### config.mk
export PLATFORM = sky130hd
export DESIGN_NAME = log_compress
export DESIGN_NICKNAME = d
export VERILOG_FILES = /design/src/rtl/log_compress.sv
export SDC_FILE = /design/constraint.sdc
export NUM_CORES = 1
export LEC_CHECK = 0
export ABC_CLOCK_PERIOD_IN_PS = 9200
export CAP_MARGIN = 10
export CORE_MARGIN = 2
export CORE_UTILIZATION = 55
export CTS_CLUSTER_DIAMETER = 100
export DETAILED_ROUTE_END_ITERATION = 7
export PLACE_DENSITY = 0.74
export REMOVE_ABC_BUFFERS = 1
export SYNTH_ARGS = -nofsm -noshare
export SYNTH_HDL_FRONTEND = slang
export SYNTH_SLANG_ARGS = --single-unit
### constraint.sdc
create_clock -name clk -period 9.2 [get_ports clk]
set_input_delay 1.38 -clock clk [delete_from_list [all_inputs] [get_ports clk]]
set_output_delay 1.38 -clock clk [all_outputs]
set_load 0.02 [all_outputs]
### src/rtl/log_compress.sv
// log_compress: iterative base-2 log of FIFO magnitude samples; define LOGC_CLAMP_EN to clamp inputs below MIN_THRESHOLD.
module log_compress #(
    parameter int DATA_WIDTH    = 48,
    parameter int FRAC_WIDTH    = 16,
    parameter int MIN_THRESHOLD = 1,
    parameter int NORM_WIDTH    = FRAC_WIDTH + 1,
    parameter int SHIFT_WIDTH   = $clog2(DATA_WIDTH)
) (
    input  logic                   clk,
    input  logic                   reset,
    input  logic [DATA_WIDTH-1:0]  data_in,
    input  logic                   fifo_out_valid,
    output logic                   log_in_ready,
    output logic [SHIFT_WIDTH-1:0] comp_int,
    output logic [NORM_WIDTH-1:0]  comp_frac,
    output logic                   comp_valid
);
    typedef enum logic [2:0] {IDLE, WAIT, NORM, ITER, DONE} state_t;
    localparam int CW = $clog2(FRAC_WIDTH);
    state_t                  state_q, state_d;
    logic [DATA_WIDTH-1:0]   x_q, x_d, xc;
    logic [SHIFT_WIDTH-1:0]  k_q, k_d, msb, int_q, int_d;
    logic [NORM_WIDTH-1:0]   m_q, m_d, m_norm, cfrac_q, cfrac_d;
    logic [2*NORM_WIDTH-1:0] me;
    logic [NORM_WIDTH:0]     sqh;
    logic [FRAC_WIDTH-1:0]   frac_q, frac_d;
    logic [CW-1:0]           cnt_q, cnt_d;
    logic                    ready_q, ready_d, valid_q, valid_d;

    always_comb begin
`ifdef LOGC_CLAMP_EN
        xc = (x_q < DATA_WIDTH'(MIN_THRESHOLD)) ? DATA_WIDTH'(MIN_THRESHOLD) : x_q;
`else
        xc = x_q;
`endif
        msb = '0;
        for (int i = 0; i < DATA_WIDTH; i++)
            if (xc[i]) msb = SHIFT_WIDTH'(i);
        m_norm = NORM_WIDTH'((xc << (SHIFT_WIDTH'(DATA_WIDTH - 1) - msb)) >> (DATA_WIDTH - NORM_WIDTH));
        me = {{NORM_WIDTH{1'b0}}, m_q};
        // keep only the Q2 bits that can form the next Q1 mantissa
        sqh = (NORM_WIDTH + 1)'((me * me) >> (NORM_WIDTH - 1));
    end

    always_comb begin
        state_d = state_q;
        x_d     = x_q;
        k_d     = k_q;
        m_d     = m_q;
        frac_d  = frac_q;
        cnt_d   = cnt_q;
        int_d   = int_q;
        cfrac_d = cfrac_q;
        case (state_q)
            IDLE: state_d = ready_q ? WAIT : IDLE;
            WAIT: begin
                state_d = fifo_out_valid ? NORM : IDLE;
                x_d     = fifo_out_valid ? data_in : x_q;
            end
            NORM: begin
                state_d = ITER;
                k_d     = msb;
                m_d     = m_norm;
                frac_d  = '0;
                cnt_d   = '0;
            end
            ITER: begin
                frac_d  = {frac_q[FRAC_WIDTH-2:0], sqh[NORM_WIDTH]};
                m_d     = sqh[NORM_WIDTH] ? sqh[NORM_WIDTH:1] : sqh[NORM_WIDTH-1:0];
                cnt_d   = cnt_q + 1'b1;
                state_d = (cnt_q == CW'(FRAC_WIDTH - 1)) ? DONE : ITER;
            end
            default: state_d = IDLE;
        endcase
        ready_d = state_d == IDLE;
        valid_d = state_d == DONE;
        int_d   = valid_d ? k_q : int_d;
        cfrac_d = valid_d ? {1'b0, frac_d} : cfrac_d;
    end

    always_ff @(posedge clk) begin
        if (reset) begin
            state_q <= IDLE;
            x_q     <= '0;
            k_q     <= '0;
            m_q     <= '0;
            frac_q  <= '0;
            cnt_q   <= '0;
            int_q   <= '0;
            cfrac_q <= '0;
            ready_q <= 1'b0;
            valid_q <= 1'b0;
        end else begin
            state_q <= state_d;
            x_q     <= x_d;
            k_q     <= k_d;
            m_q     <= m_d;
            frac_q  <= frac_d;
            cnt_q   <= cnt_d;
            int_q   <= int_d;
            cfrac_q <= cfrac_d;
            ready_q <= ready_d;
            valid_q <= valid_d;
        end
    end

    assign log_in_ready = ready_q;
    assign comp_int     = int_q;
    assign comp_frac    = cfrac_q;
    assign comp_valid   = valid_q;
endmodule

After elaboration in Yosys (flattened, before gate mapping). Index checks and enable logic that the tools add are counted.

Register bits after elaboration: 118. Output and inout port bits: 25. Word-level logic and storage cells: 78.

$add $sub $neg: 2. Multiply operators: 1. Equal/unequal tests: 5. Shift operators: 1. Mux-type cells: 55. Reductions and logical operators: 4.

Operators with widths (count): $mux 6 (44); $shl 48x6->48 (1); $mul 17x17->34 (1); $pmux 17 s2 (1); $pmux 16 s2 (1); $mux 17 (1); $pmux 3 s4 (1); $pmux 4 s2 (1); $eq 3x2->1 const B (2); $logic_not 3->1 (2); $mux 2 (3); $sub 6x6->6 const A (1); $add 4x1->4 const B (1); $eq 4x4->1 const B (1); $eq 3x1->1 const B (1); $eq 3x3->1 const B (1); $mux 3 (1); $mux 1 (2); $reduce_and 2->1 (1); $reduce_bool 2->1 (1).

Longest topological paths before layout. Gate-level depths: netlist (run 1).

Depth in word-level cells: 50. Gate-level depth with buffers: 27.

Least setup slack after synthesis (run 1). No wires, ideal clock.

Path type: reg-to-reg. Start point: register m_q[14]. End point: register m_q[7]. Library setup time: 58 ps. Arrival time: 6725 ps. Required time: 9142 ps. Slack: 2417 ps. Stages on the path, launching flop included: 24. Buffers on the path: 2. Clock period less this slack: 6783 ps. Cells stage by stage: dfxtp_1 clkbuf_1 clkbuf_1 nand2_1 fa_1 inv_1 fa_1 inv_1 fa_1 fa_1 fa_1 inv_1 fa_1 ha_1 and3_1 a211o_1 o211a_1 nor3_1 o21a_1 a2111oi_2 nor3_1 mux2_2 a2111oi_0 or4_1.

Longest elaborated chain between the ends: 3.

Ends and longest elaborated chain: start: declaration (RTL line 23) `logic [NORM_WIDTH-1:0] m_q, m_d, m_norm, cfrac_q, cfrac_d;`; start signal: assignment (RTL line 97) `m_q <= m_d;`; $mul 17x17->34 (RTL line 42) `sqh = (NORM_WIDTH + 1)'((me * me) >> (NORM_WIDTH - 1));`; $mux 17 (RTL line 69) `m_d = sqh[NORM_WIDTH] ? sqh[NORM_WIDTH:1] : sqh[NORM_WIDTH-1:0];`; $pmux 17 s2 (RTL line 54) `case (state_q)`.

No other way between the ends. A chain may end at the register's enable or synchronous reset.

Worst setup path in the final report (run 1).
Start point: register m_q[5]. End point: register m_q[7].

The elaborated chain is that of the path after synthesis.

==> metrics.csv, run 1 <==
metric,value,unit
NumNets Final,2306,
Die Area,30300,sq um
clk_lat worst skew,0.42,ns
crit path time final,7.93,ns
hpwl dp,34.6,mm
Avg Vias per Cell,6.07,
count of cell types in the netlist,95,
first-pass detailed-route iteration total,8,
post-route ant nets,0,
final wirelength,45.4,mm
cts bufs inserted,17,
R2R setup slack,1.27,ns
area of the multi-input gates,12000,sq um
grt total ovfl,0,
layout cells sized above 1,5.03,%
xor/xnor share of the synthesized area,1.32,%
Tightest Pin Transition,1.01,ns
leak pwr,0.00782,uW
hold buffer count at cts,0,
HP Class,flop to flop,
Peak Freq,126,MHz
Worst VDD drop,0.153,mV
root buf cell,clkbuf_16,
DRC Markers,6,
GRT Total Usage,30.6,%
reg-to-reg critical path startpoint,m_q[5],
Critical Path Source Type,flop,
Fill cells,2578,
largest net degree at the start of global routing,101,
Initial Util,55.6,%
Power per Cell Area,137,nW/um^2
Area Overhead vs Synth,9.07,%
Sink Count,117,
sequential-to-total area share from yosys stat,14.7,%
number of I/O port buffers,74,
Synth Instances,1955,
RSZ-0062 raised after global routing,false,
CTS H-tree depth,4,
Post-synth EDFFs,0,
Final setup violation count,0,
final std cells w/o fill,2353,
Synth Register Bits,117,
Setup Buffers After CTS,0,
post-synth top area share,23.9,%
post-synth design cell area,15900,sq um
row cnt,62,
CP Data Required Time,9.56,ns
clk buf depth,2,
n_diodes,0,
initial antenna violation count,0,
post-route worst setup slack,1.27,ns
DP Area,16700,sq um
largest area contributor in the netlist,fa_1,
Synth area leaders,"fa_1, dfxtp_1, ha_1",
worst r2r dst,m_q[7],
aggregate negative setup slack,0,ns
"Max FO, Critical Path",22,
mux contribution to synthesized area,4.01,%
cell area after layout,17300,sq um
worst-case reg-to-reg path depth,24,
ys flop type,dfxtp_1,
Iteration-0 DRC Markers,1493,
Die Ht,174,um
CP Capture Type,flop,
final hold vios,0,
outcome,"complete, but fails checks",
Synth Area in Simple Gates,18.5,%
Max-Cap Viols,0,
compound-cell area share of the yosys netlist,18.8,%
period utilization,86.1,%
Die Width,174,um
crit path capture,m_q[7],
"worst slack, placed",1.44,ns
Critical path origin,m_q[5],
kind of critical path,flop to flop,
wire per inst,19.3,um
Max-slew headroom,32.2,%
Sequential Area,2340,sq um
asr flop ratio synth,0,%
Max Clock Skew,0.00863,ns
violated checks,DRC,
Post-Place Cells,2321,
vias,14282,
Resized Gates After CTS,0,
yosys warns,0,
Top Ports,76,
vias in the first global route,14231,
global-route wire length before repair,74.4,mm
WP data arrival,8.29,ns
GPL Wtd Cong,0.986,
CTS tree,done,
clk slew on worst S/H paths,0.06,ns
synthesized area per cell,8.12,sq um
adder-cell area share of the yosys netlist,32.5,%
largest family of logic cells by synthesized area,adder cells,
Slew Limit Fails,0,
core region area,28500,sq um
-- final cells by class --
type	instances	share of cell area [%]
multi-input cells	1437	69.1
clock buffers	17	2.46
flip-flops and latches	117	13.5
inverters	294	6.37
clock inverters	15	0.903
repair buffers	89	4.91
well taps	384	2.77
-- cell usage after synthesis (13+ instances only) --
library cell,count
a211oi_1,37
a21o_1,13
a21oi_1,152
and2_1,58
and3_1,15
buf_2,15
clkbuf_1,78
dfxtp_1,117
fa_1,190
ha_1,109
inv_1,293
mux2i_1,51
nand2_1,281
nand2b_1,14
nand3_1,52
nor2_1,98
nor3_1,39
nor4_1,14
o211ai_1,20
o21ai_0,35
or3_1,13
xnor2_1,17
-- flip-flops by register name, summed over array words and instances (netlist names) --
name / flops
x_q: 48
m_q: 17
comp_frac: 16
frac_q: 15
comp_int: 6
k_q: 6
cnt_q: 4
state_q: 3
comp_valid: 1
log_in_ready: 1
-- per-stage QoR --
step / utilization [%] / hold WS [ns] / power, uW
final: 60.7 / 0.461 / 2370
after global routing: 60.7 / 0.486 / 2460
after CTS: 60.7 / 0.461 / 2320
after detailed placement: 58.7 / 0.449 / 1650
after global placement: 58.7 / 0.446 / 1640
after floorplan: - / 0.426 / 1300
-- worst max-delay path, stage by stage (launching register included) --
cell and delay [ns]:
dfxtp_1 0.85, inv_1 0.36, nor2_1 0.41, fa_1 0.48
inv_1 0.08, fa_1 0.45, fa_1 0.52, inv_1 0.06
fa_1 0.53, inv_1 0.05, fa_1 0.48, inv_1 0.05
fa_1 0.43, ha_1 0.30, a21o_1 0.20, a211oi_1 0.39
nand2_1 0.15, nand2_1 0.15, o21ai_0 0.17, a211oi_1 0.50
nor3_2 0.10, buf_4 0.24, mux2_2 0.29, a2111oi_0 0.42
or4_1 0.18
-- placed cells by master, fill, tap and decap left out, types with 7 or more instances in the layout --
cell type        instances
clkdlybuf4s50_1         73
nand4_1                  7
xnor2_1                 17
xor2_1                   7
a21o_1                  13
a311oi_1                10
mux2_2                  10
nor3_1                  37
or3_1                   13
a31oi_1                 10
a21oi_1                152
mux2i_1                 51
and3_1                  15
a211o_1                  7
inv_1                  293
nor4_1                  14
o22ai_1                  8
or4_1                    9
o21a_1                   8
o211ai_1                20
fa_1                   190
buf_4                   16
and2_1                  58
ha_1                   109
dfxtp_1                117
clkbuf_16               17
nor2_1                  98
o211a_1                 12
nand2_1                281
o21bai_1                 7
nand2b_1                14
o21ai_0                 34
nand3_1                 52
a211oi_1                37
nor2b_1                  9
a221oi_1                 9
-- report_power, final --
group	internal, uW	switching [uW]	total [uW]	leakage [uW]
clock network	385	286	670	0.000289
logic	360	739	1100	0.00659
registers	526	69.6	596	0.000946
total	1270	1090	2370	0.00782
-- cells by family (layout without fill, tap and decap cells) --
group,Yosys count,after routing
xor gates and xnor gates,24,24
and+or+nand+nor,630,630
DFF,117,117
muxes,62,62
buffers and inverters,401,415
other,1,1
AOI/OAI and AO/OA,421,421
adders and majority gates,299,299
-- worst min path at each step --
| stage | endpoint | cells past startpoint | start | slack, ns |
|---|---|---|---|---|
| 2_1_floorplan | comp_int[0] | 2 | k_q[0] | 0.43 |
| 3_3_place_gp | frac_q[14] | 2 | frac_q[14] | 0.45 |
| 3_5_place_dp | comp_frac[7] | 2 | comp_frac[7] | 0.45 |
| 4_1_cts | comp_frac[7] | 2 | comp_frac[7] | 0.46 |
| 5_1_grt | comp_frac[0] | 2 | comp_frac[0] | 0.49 |
| 6_report | comp_frac[7] | 2 | comp_frac[7] | 0.46 |
-- metal layers --
| layer | vias to the layer above | part of all wire [%] | track usage [%] |
|---|---|---|---|
| li1 | 6588 | - | - |
| met1 | 6847 | 42 | 41.3 |
| met2 | 720 | 45 | 48.5 |
| met3 | 127 | 9.5 | 6.74 |
| met4 | 0 | 3.5 | 10.9 |
| met5 | - | 0 | 0 |
No activity file was read; power rests on OpenSTA's default activity.
==> run 2: changes to the inputs <==
--- a/config.mk
+++ b/config.mk
@@ -5,6 +5,7 @@
 export SDC_FILE = /design/constraint.sdc
 export NUM_CORES = 1
 export LEC_CHECK = 0
+export ABC_AREA = 1
 export ABC_CLOCK_PERIOD_IN_PS = 9200
 export CAP_MARGIN = 10
 export CORE_MARGIN = 2
==> constraint.sdc (replaced) <==
create_clock -name clk -period 9.2 [get_ports clk]
set_input_delay 1.38 -clock clk [delete_from_list [all_inputs] [get_ports clk]]
set_output_delay 1.38 -clock clk [all_outputs]
set_load 0.005 [all_outputs]
==> metrics.csv, run 2 <==
metric,value,unit,change
root buf cell,clkbuf_16,,
R2R setup slack,1.79,ns,+0.51 ns
CTS tree,done,,
hold buffer count at cts,0,,unchanged
core region area,26900,sq um,-5.9%
share of power burned in registers,21.8,%,-3.4 points
clock network power share,24.9,%,-3.4 points
layout cells sized above 1,3.24,%,-1.8 points
Max-Cap Viols,0,,unchanged
critical path's slowest cell,dfxtp_1,,
first-pass detailed-route iteration total,6,,-2
clk slew on worst S/H paths,0.06,ns,about the same
Initial Util,55.8,%,+0.13 points
Slew Limit Fails,0,,unchanged
Max-slew headroom,25.0,%,-7.2 points
worst r2r dst,m_q[11],,
CP Data Required Time,9.51,ns,-0.05 ns
kind of critical path,flop to flop,,
max FFs per register,48,,unchanged
cts bufs inserted,17,,unchanged
Levels on crit path,30,,+25%
GPL Wtd Cong,0.945,,-4.1%
GRT Total Usage,27.4,%,-3.2 points
Synth Instances,2117,,+8.3%
ys flop type,dfxtp_1,,
P_sw,1370,uW,+25%
"count leader, synth",nand2_1,,
Peak Freq,135,MHz,+6.9%
Sink Count,118,,+0.85%
Synth Area in Simple Gates,23.6,%,+5.1 points
worst hold start,cnt_q[3],,
Top reg by flops,x_q,,
reg-to-reg critical path startpoint,m_q[7],,
period utilization,80.6,%,-5.6 points
worst-case reg-to-reg path depth,30,,+25%
Die Area,28600,sq um,-5.5%
vias in the first global route,13392,,-5.9%
post-route ant nets,0,,unchanged
Worst VDD drop,0.145,mV,-5.5%
"commonest cells after routing, fill and taps aside","nand2_1, inv_1, nand3_1",,
post-layout util,61.2,%,+0.48 points
post-synth top area share,25.4,%,+1.4 points
Max Clock Skew,0.0104,ns,+0.00173 ns
Synth Register Bits,118,,+0.85%
Setup Buffers After CTS,0,,unchanged
hpwl dp,29.0,mm,-16%
NumNets Final,2466,,+6.9%
n_diodes,0,,unchanged
clk_lat worst skew,0.43,ns,about the same
clk buf depth,2,,unchanged
number of I/O port buffers,74,,unchanged
CTS H-tree depth,4,,unchanged
synth cell count leaders,"nand2_1, inv_1, nand3_1",,
HP Class,flop to flop,,
Final setup violation count,0,,unchanged
final wirelength,37.2,mm,-18%
Buf/Inv on CP,4,,-2
xor/xnor share of the synthesized area,1.69,%,+0.37 points
internal power,1410,uW,+11%
initial antenna violation count,0,,unchanged
vias,13304,,-6.8%
Die Ht,169,um,-2.8%
yosys warns,0,,unchanged
post-synth design cell area,15000,sq um,-5.6%
adder-cell area share of the yosys netlist,34.5,%,+1.9 points
grt total ovfl,0,,unchanged
largest net degree at the start of global routing,98,,-3.0%
RSZ-0062 raised after global routing,false,,
Combinational Power Share,53.3,%,+6.8 points
switching part of the total,49.3,%,+3.0 points
Critical Path Source Type,flop,,
Avg Vias per Cell,5.39,,-11%
"Max FO, Critical Path",18,,-18%
Resized Gates After CTS,0,,unchanged
Critical path origin,m_q[7],,
crit path time final,7.41,ns,-0.513 ns
Fill cells,2488,,-3.5%
global-route wire length before repair,63.9,mm,-14%
"Top cell by count, worst path",fa_1,,
Area Overhead vs Synth,9.67,%,
row cnt,60,,-3.2%
Top Ports,76,,unchanged
CP Capture Type,flop,,
largest area contributor in the netlist,fa_1,,
final hold vios,0,,unchanged
Tightest Pin Transition,1.12,ns,+0.110 ns
CP max stage delay,0.86,ns,about the same
DP Area,15800,sq um,-5.4%
compound-cell area share of the yosys netlist,9.79,%,-9.1 points
leak pwr,0.00881,uW,+13%
Die Width,169,um,-2.8%
"leading cell type in the layout, fill and taps excluded",nand2_1,,
sequential-to-total area share from yosys stat,15.8,%,+1.0 points
Power per Cell Area,169,nW/um^2,+24%
Post-synth EDFFs,0,,unchanged
DRC Markers,0,,-6
largest family of logic cells by synthesized area,adder cells,,
crit path capture,m_q[11],,
mux contribution to synthesized area,0,%,-4.0 points
Synth area leaders,"fa_1, dfxtp_1, nand2_1",,
count of cell types in the netlist,45,,-53%
wire per inst,15.1,um,-22%
cell area after layout,16400,sq um,-5.1%
WP data arrival,7.72,ns,-0.57 ns
biggest regs,"x_q x48, m_q x17",,
critical path's top delay family,adder cells,,
outcome,"finished, final reports clean",,
Iteration-0 DRC Markers,1018,,-32%
asr flop ratio synth,0,%,unchanged
WHS Path Cells,2,,unchanged
synthesized area per cell,7.08,sq um,-13%
aggregate negative setup slack,0,ns,unchanged
## run 2: cell count changes after synthesis, sizes merged, moves of 31 or more
cell	previous run	this run
o21ai	38	102
a211oi	40	9
nand2	283	479
nor3	41	3
nand3	52	260
mux2i	52	0
a21oi	154	108
inv	294	462
and2	59	1
## run 2: kinds of logic (layout without fill, tap and decap cells)
| kind of cell | count (synthesis) | after routing |
|---|---|---|
| xor+xnor | 29 | 29 |
| compound gates | 266 | 266 |
| simple gates | 833 | 833 |
| fa+ha+maj | 299 | 299 |
| other cells | 1 | 1 |
| buf+inv | 571 | 583 |
| flops | 118 | 118 |
## run 2: worst min path at each step
stage / endpoint
6_report: cnt_q[3]
5_1_grt: cnt_q[0]
4_1_cts: cnt_q[3]
3_5_place_dp: comp_int[2]
3_3_place_gp: cnt_q[3]
2_1_floorplan: comp_int[0]
## run 2: through the flow
step,instances,hold slack [ns],power [uW],worst slack [ns]
after floorplan,2009,0.438,1640,2.72
after global placement,2438,0.467,2040,2.06
after detailed placement,2438,0.466,2060,1.89
after CTS,2470,0.487,2750,1.87
after global routing,2470,0.510,3000,1.27
final,2470,0.480,2780,1.79
## run 2: cell type report
cell class | count | area [sq um] | area share, %
Clock inverter | 14 | 166 | 1.01
Timing Repair Buffer | 88 | 846 | 5.14
Clock buffer | 18 | 429 | 2.61
Sequential cell | 118 | 2360 | 14.4
Tap cell | 341 | 427 | 2.60
Inverter | 463 | 1740 | 10.6
Multi-Input combinational cell | 1428 | 10500 | 63.7
## run 2: power by group through the flow
stage	sequential, uW	clock [uW]	combinational (uW)
floorplan	594	0	1040
global placement	611	0	1430
detailed placement	614	0	1450
CTS	603	691	1460
global route	610	712	1680
finish	605	690	1480
## run 2: per-layer routing
layer / up-vias / part of all wire, % / GRT usage [%] / wire length (um)
met5: - / 0 / 0 / 0
li1: 6535 / - / - / -
met1: 6264 / 44 / 35.7 / 16500
met2: 429 / 48 / 47.3 / 17700
met3: 76 / 6.0 / 4.61 / 2220
met4: 0 / 2.1 / 7.06 / 779
## run 2: worst reg2reg max path, delay by kind of cell, from the launching register on
family / cells / cell delay [ns]
AOI/OAI and AO/OA: 10 / 1.67
adders and majority gates: 7 / 3.17
buffers and inverters: 4 / 0.40
DFF: 1 / 0.86
and+or+nand+nor: 9 / 1.22
==> run 3: changes to the inputs <==
--- a/config.mk
+++ b/config.mk
@@ -6,13 +6,13 @@
 export NUM_CORES = 1
 export LEC_CHECK = 0
 export ABC_AREA = 1
-export ABC_CLOCK_PERIOD_IN_PS = 9200
+export ABC_CLOCK_PERIOD_IN_PS = 6580
 export CAP_MARGIN = 10
 export CORE_MARGIN = 2
 export CORE_UTILIZATION = 55
 export CTS_CLUSTER_DIAMETER = 100
 export DETAILED_ROUTE_END_ITERATION = 7
-export PLACE_DENSITY = 0.74
+export PLACE_DENSITY = 0.77
 export REMOVE_ABC_BUFFERS = 1
 export SYNTH_ARGS = -nofsm -noshare
 export SYNTH_HDL_FRONTEND = slang
==> constraint.sdc (replaced) <==
create_clock -name clk -period 6.58 [get_ports clk]
set_input_delay 0.987 -clock clk [delete_from_list [all_inputs] [get_ports clk]]
set_output_delay 0.987 -clock clk [all_outputs]
set_load 0.005 [all_outputs]
==> metrics.csv, run 3 (synthesis results as in run 2) <==
metric,value,unit,change
grt total ovfl,0,,unchanged
NumNets Final,2506,,+1.6%
RSZ-0062 raised after global routing,true,,
kind of critical path,flop to flop,,
largest net degree at the start of global routing,98,,unchanged
critical path's top delay family,adder cells,,
wire per inst,14.9,um,-0.84%
"commonest cells after routing, fill and taps aside","nand2_1, inv_1, nand3_1",,
Worst VDD drop,0.214,mV,+48%
CTS H-tree depth,4,,unchanged
hpwl dp,29.5,mm,+1.9%
crit path time final,6.35,ns,-1.06 ns
final hold vios,0,,unchanged
cts bufs inserted,17,,unchanged
area of the multi-input gates,10600,sq um,+1.4%
n_diodes,0,,unchanged
row cnt,60,,unchanged
global-route met2 utilization,46.5,%,-0.78 points
number of I/O port buffers,74,,unchanged
CP Capture Type,flop,,
vias in the first global route,13579,,+1.4%
DRC Markers,0,,unchanged
Die Area,28600,sq um,unchanged
Top reg by flops,x_q,,
R2R setup slack,0.23,ns,-1.56 ns
Max-Cap Viols,0,,unchanged
Final setup violation count,0,,unchanged
worst r2r dst,m_q[9],,
period utilization,96.5,%,+16 points
CP max stage delay,0.55,ns,-0.31 ns
Max Clock Skew,0.0118,ns,+0.00142 ns
Initial Util,55.8,%,unchanged
clk_lat worst skew,0.44,ns,about the same
max FFs per register,48,,unchanged
Tightest Pin Transition,1.05,ns,-0.0664 ns
worst-case reg-to-reg path depth,30,,unchanged
clk slew on worst S/H paths,0.06,ns,about the same
Sequential Area,2390,sq um,+1.4%
post-route ant nets,0,,unchanged
CTS tree,done,,
HP Class,flop to flop,,
cell area after layout,16900,sq um,+3.1%
Peak Freq,157,MHz,+17%
layout cells sized above 1,6.96,%,+3.7 points
root buf cell,clkbuf_16,,
"leading cell type in the layout, fill and taps excluded",nand2_1,,
Critical Path Source Type,flop,,
Slew Limit Fails,0,,unchanged
GRT Total Usage,27.1,%,-0.30 points
met3 global-route usage,3.90,%,-0.70 points
"Max FO, Critical Path",15,,-3
Power per Cell Area,231,nW/um^2,+37%
Avg Vias per Cell,5.43,,+0.81%
Die Ht,169,um,unchanged
Buf/Inv on CP,6,,+2
outcome,"finished, final reports clean",,
GR peak layer,met2,,
reg-to-reg critical path startpoint,m_q[9],,
Iteration-0 DRC Markers,1027,,+0.88%
GPL Wtd Cong,0.923,,-2.3%
Fill cells,2366,,-4.9%
Area Overhead vs Synth,13.0,%,
Top Ports,76,,unchanged
worst hold start,k_q[2],,
WHS Path Cells,2,,unchanged
aggregate negative setup slack,0,ns,unchanged
clk buf depth,2,,unchanged
core region area,26900,sq um,unchanged
first-pass detailed-route iteration total,6,,unchanged
Max-slew headroom,29.7,%,+4.6 points
GR Util met1,35.8,%,about the same
vias,13629,,+2.4%
CP Data Required Time,6.90,ns,-2.61 ns
global-route wire length before repair,63.6,mm,-0.37%
initial antenna violation count,0,,unchanged
final wirelength,37.5,mm,+0.76%
WP data arrival,6.67,ns,-1.05 ns
critical path's slowest cell,fa_1,,
Hold Path Sink,comp_int[2],,
leak pwr,0.00906,uW,+2.9%
biggest regs,"x_q x48, m_q x17",,
Die Width,169,um,unchanged
DP Area,16100,sq um,+1.4%
Sink Count,118,,unchanged
run 3: cell count changes in the layout (fill, tap and decap cells not counted), sizes merged:
| cell | previous run | this run |
|---|---|---|
| clkinvlp | 3 | 1 |
| inv | 470 | 474 |
| bufinv | 2 | 0 |
| clkbuf | 18 | 17 |
| buf | 14 | 54 |
| clkinv | 2 | 3 |
run 3: timing repair:
item | CTS | global route
endpoints found under the setup margin | 18 | 19
setup buffers | 3 | 9
gates resized for setup | 16 | 47
pin swaps | 7 | 21
cloned | 0 | 0
hold buffers | 0 | 0
run 3: power breakdown:
group	leakage, uW	internal (uW)	switching, uW
Clock	0.000290	512	419
Sequential	0.000964	759	51.6
Combinational	0.00781	674	1500
run 3: worst max-delay path by stage:
| stage | cells after the start | to | start |
|---|---|---|---|
| after detailed placement | 35 | m_q[15] | m_q[3] |
| final | 30 | m_q[9] | m_q[9] |
| after global placement | 35 | m_q[15] | m_q[3] |
| after global routing | 33 | m_q[12] | m_q[6] |
| after floorplan | 30 | comp_frac[0] | m_q[7] |
| after CTS | 34 | m_q[15] | m_q[4] |
run 3: worst reg2reg max path, delay by kind of cell, from the launching register on:
kind                       cells  cell delay [ns]
adders and majority gates      7             3.26
buffers and inverters          6             0.46
and+or+nand+nor                9             0.87
AOI/OAI and AO/OA              8             1.25
DFF                            1             0.38
run 3: cell type report:
class	count	share of cell area [%]
well taps	341	2.52
inverters	463	10.3
multi-input cells	1428	62.7
clock inverters	15	0.975
flip-flops and latches	118	14.1
clock buffers	17	2.51
repair buffers	128	6.92
run 3: stage by stage:
stage / hold WS [ns] / setup WS (ns) / cells / power (uW) / util, %
5_1_grt: 0.511 / -0.154 / 2510 / 4210 / 63.0
3_5_place_dp: 0.466 / -0.148 / 2467 / 2920 / 59.8
2_1_floorplan: 0.438 / 0.100 / 2009 / 2290 / -
3_3_place_gp: 0.464 / 0.0792 / 2467 / 2900 / 59.8
6_report: 0.485 / 0.229 / 2510 / 3910 / 63.0
4_1_cts: 0.483 / 0.000994 / 2502 / 3860 / 62.2
run 3: layer usage:
layer / vias to the layer above / share of wire, %
met3: 69 / 5.8
li1: 6626 / -
met5: - / 0
met4: 0 / 2.1
met1: 6475 / 44
met2: 459 / 48
==> edit, RTL diff (settings of run 3) <==
Build with the macro `LOGC_CLAMP_EN` defined.
--- a/src/rtl/log_compress.sv
+++ b/src/rtl/log_compress.sv
@@ -1,4 +1,6 @@
 // log_compress: iterative base-2 log of FIFO magnitude samples; define LOGC_CLAMP_EN to clamp inputs below MIN_THRESHOLD.
+`define LOGC_CLAMP_EN
+
 module log_compress #(
     parameter int DATA_WIDTH    = 48,
     parameter int FRAC_WIDTH    = 16,
Function: same outputs for any inputs over 10 cycles, from zero or initial values and one cycle with reset high; that may be too few to reach the edited logic, so the function may still have changed.
==> edit against run 3 <==
  * The run now ends with negative setup slack left
  * Sequential share of layout area decreased by 1.1 points
  * Worst hold slack worse by 15 ps
  * Utilization grew 5.8 points
  * Count of clock-buffer cells in the layout stayed put
  * Sequential cell count unchanged
  * Clock power decreased by 2%
  * Die area rose by 0.47%
  * Routed wire length up 11%
  * Cell area increased by 9.5%
  * Via count up 4.9%
  * Area after synthesis is 0.48% higher
  * Worst setup slack got worse by 280 ps
  * Total power grew 17%
  * Largest power group unchanged
==> edit: results <==
[status]
status = "finished with violations"
violations = "negative setup slack"

[synth]
synth.avg_cell_area_um2 = 7.045
synth_compound_area_share_pct = 10.74
synth_area_leaders = "fa_1 25%, dfxtp_1 16%, nand2_1 12%"
synth.area.mux_share_pct = 0.06646
ys_types = 42
synth_xor_area_share_pct = 1.628
yosysSeqAreaShare_pct = 15.68

[place]
place_ws_ps = -494.5
place.gp.congestion = 0.9611

[cells_and_area]
design.seq.count = 118
area.sequential_um2 = 2417
fin_nets = 2651
area_delta_synth_final_pct = 23.24
fill_cells = 2159
buf_share_pct = 12.23
inv_count = 451
n_all_buffers = 250
clk_share_pct = 3.114

[detailed_routing]
wl_um = 41540
vias = 14300
viasPerCell = 5.387
drtIter0Drc = 1107

[setup_path]
r2r-end = "m_q[15]"
worst_ep_required_time_ps = 6870
regToRegStartpoint = "m_q[5]"
reg2reg_depth = 35

[global_routing]
grt_max_degree = 99
grtUsageTotal_pct = 28.11
grt_use_met1_pct = 38.93
grtUsageMet2_pct = 46.99

[sta]
finalSetupViolations = 3
worst_pin_slew_ps = 1120
setup_slack_ps = -48.41
hold_ws_ps = 470.8

[cts]
cts_setup_buffers = 5
cts_resized = 44

[power]
internal_power_w = 0.002175
ir_drop_mv = 0.4782

[worst_hold_path]
min_from = "x_q[0]"
-- edit: changes by cell type in the layout (fill, tap and decap cells not counted), moves of 13 or more --
cell and delta:
buf_4 +99, inv_1 -47, nand3_1 -37, inv_2 +31, fa_1 -18, fa_2 +18
ha_1 -16, o21ai_1 +16, nand2_2 +14, nor2_1 +13
-- edit: worst max-delay path by stage --
stage	end	cells after the start	from
after floorplan	m_q[15]	26	m_q[2]
after global placement	m_q[9]	27	m_q[12]
after detailed placement	m_q[9]	27	m_q[12]
after CTS	m_q[9]	31	m_q[6]
after global routing	m_q[15]	35	m_q[5]
final	m_q[15]	35	m_q[5]
-- edit: power by group through the flow --
stage | Sequential, W | Clock, W | Combinational [W]
after floorplan | 0.000851 | 0 | 0.00178
after global placement | 0.000845 | 0 | 0.00259
after detailed placement | 0.000848 | 0 | 0.00260
after CTS | 0.000833 | 0.000921 | 0.00263
after global routing | 0.000841 | 0.000950 | 0.00311
final | 0.000835 | 0.000915 | 0.00281
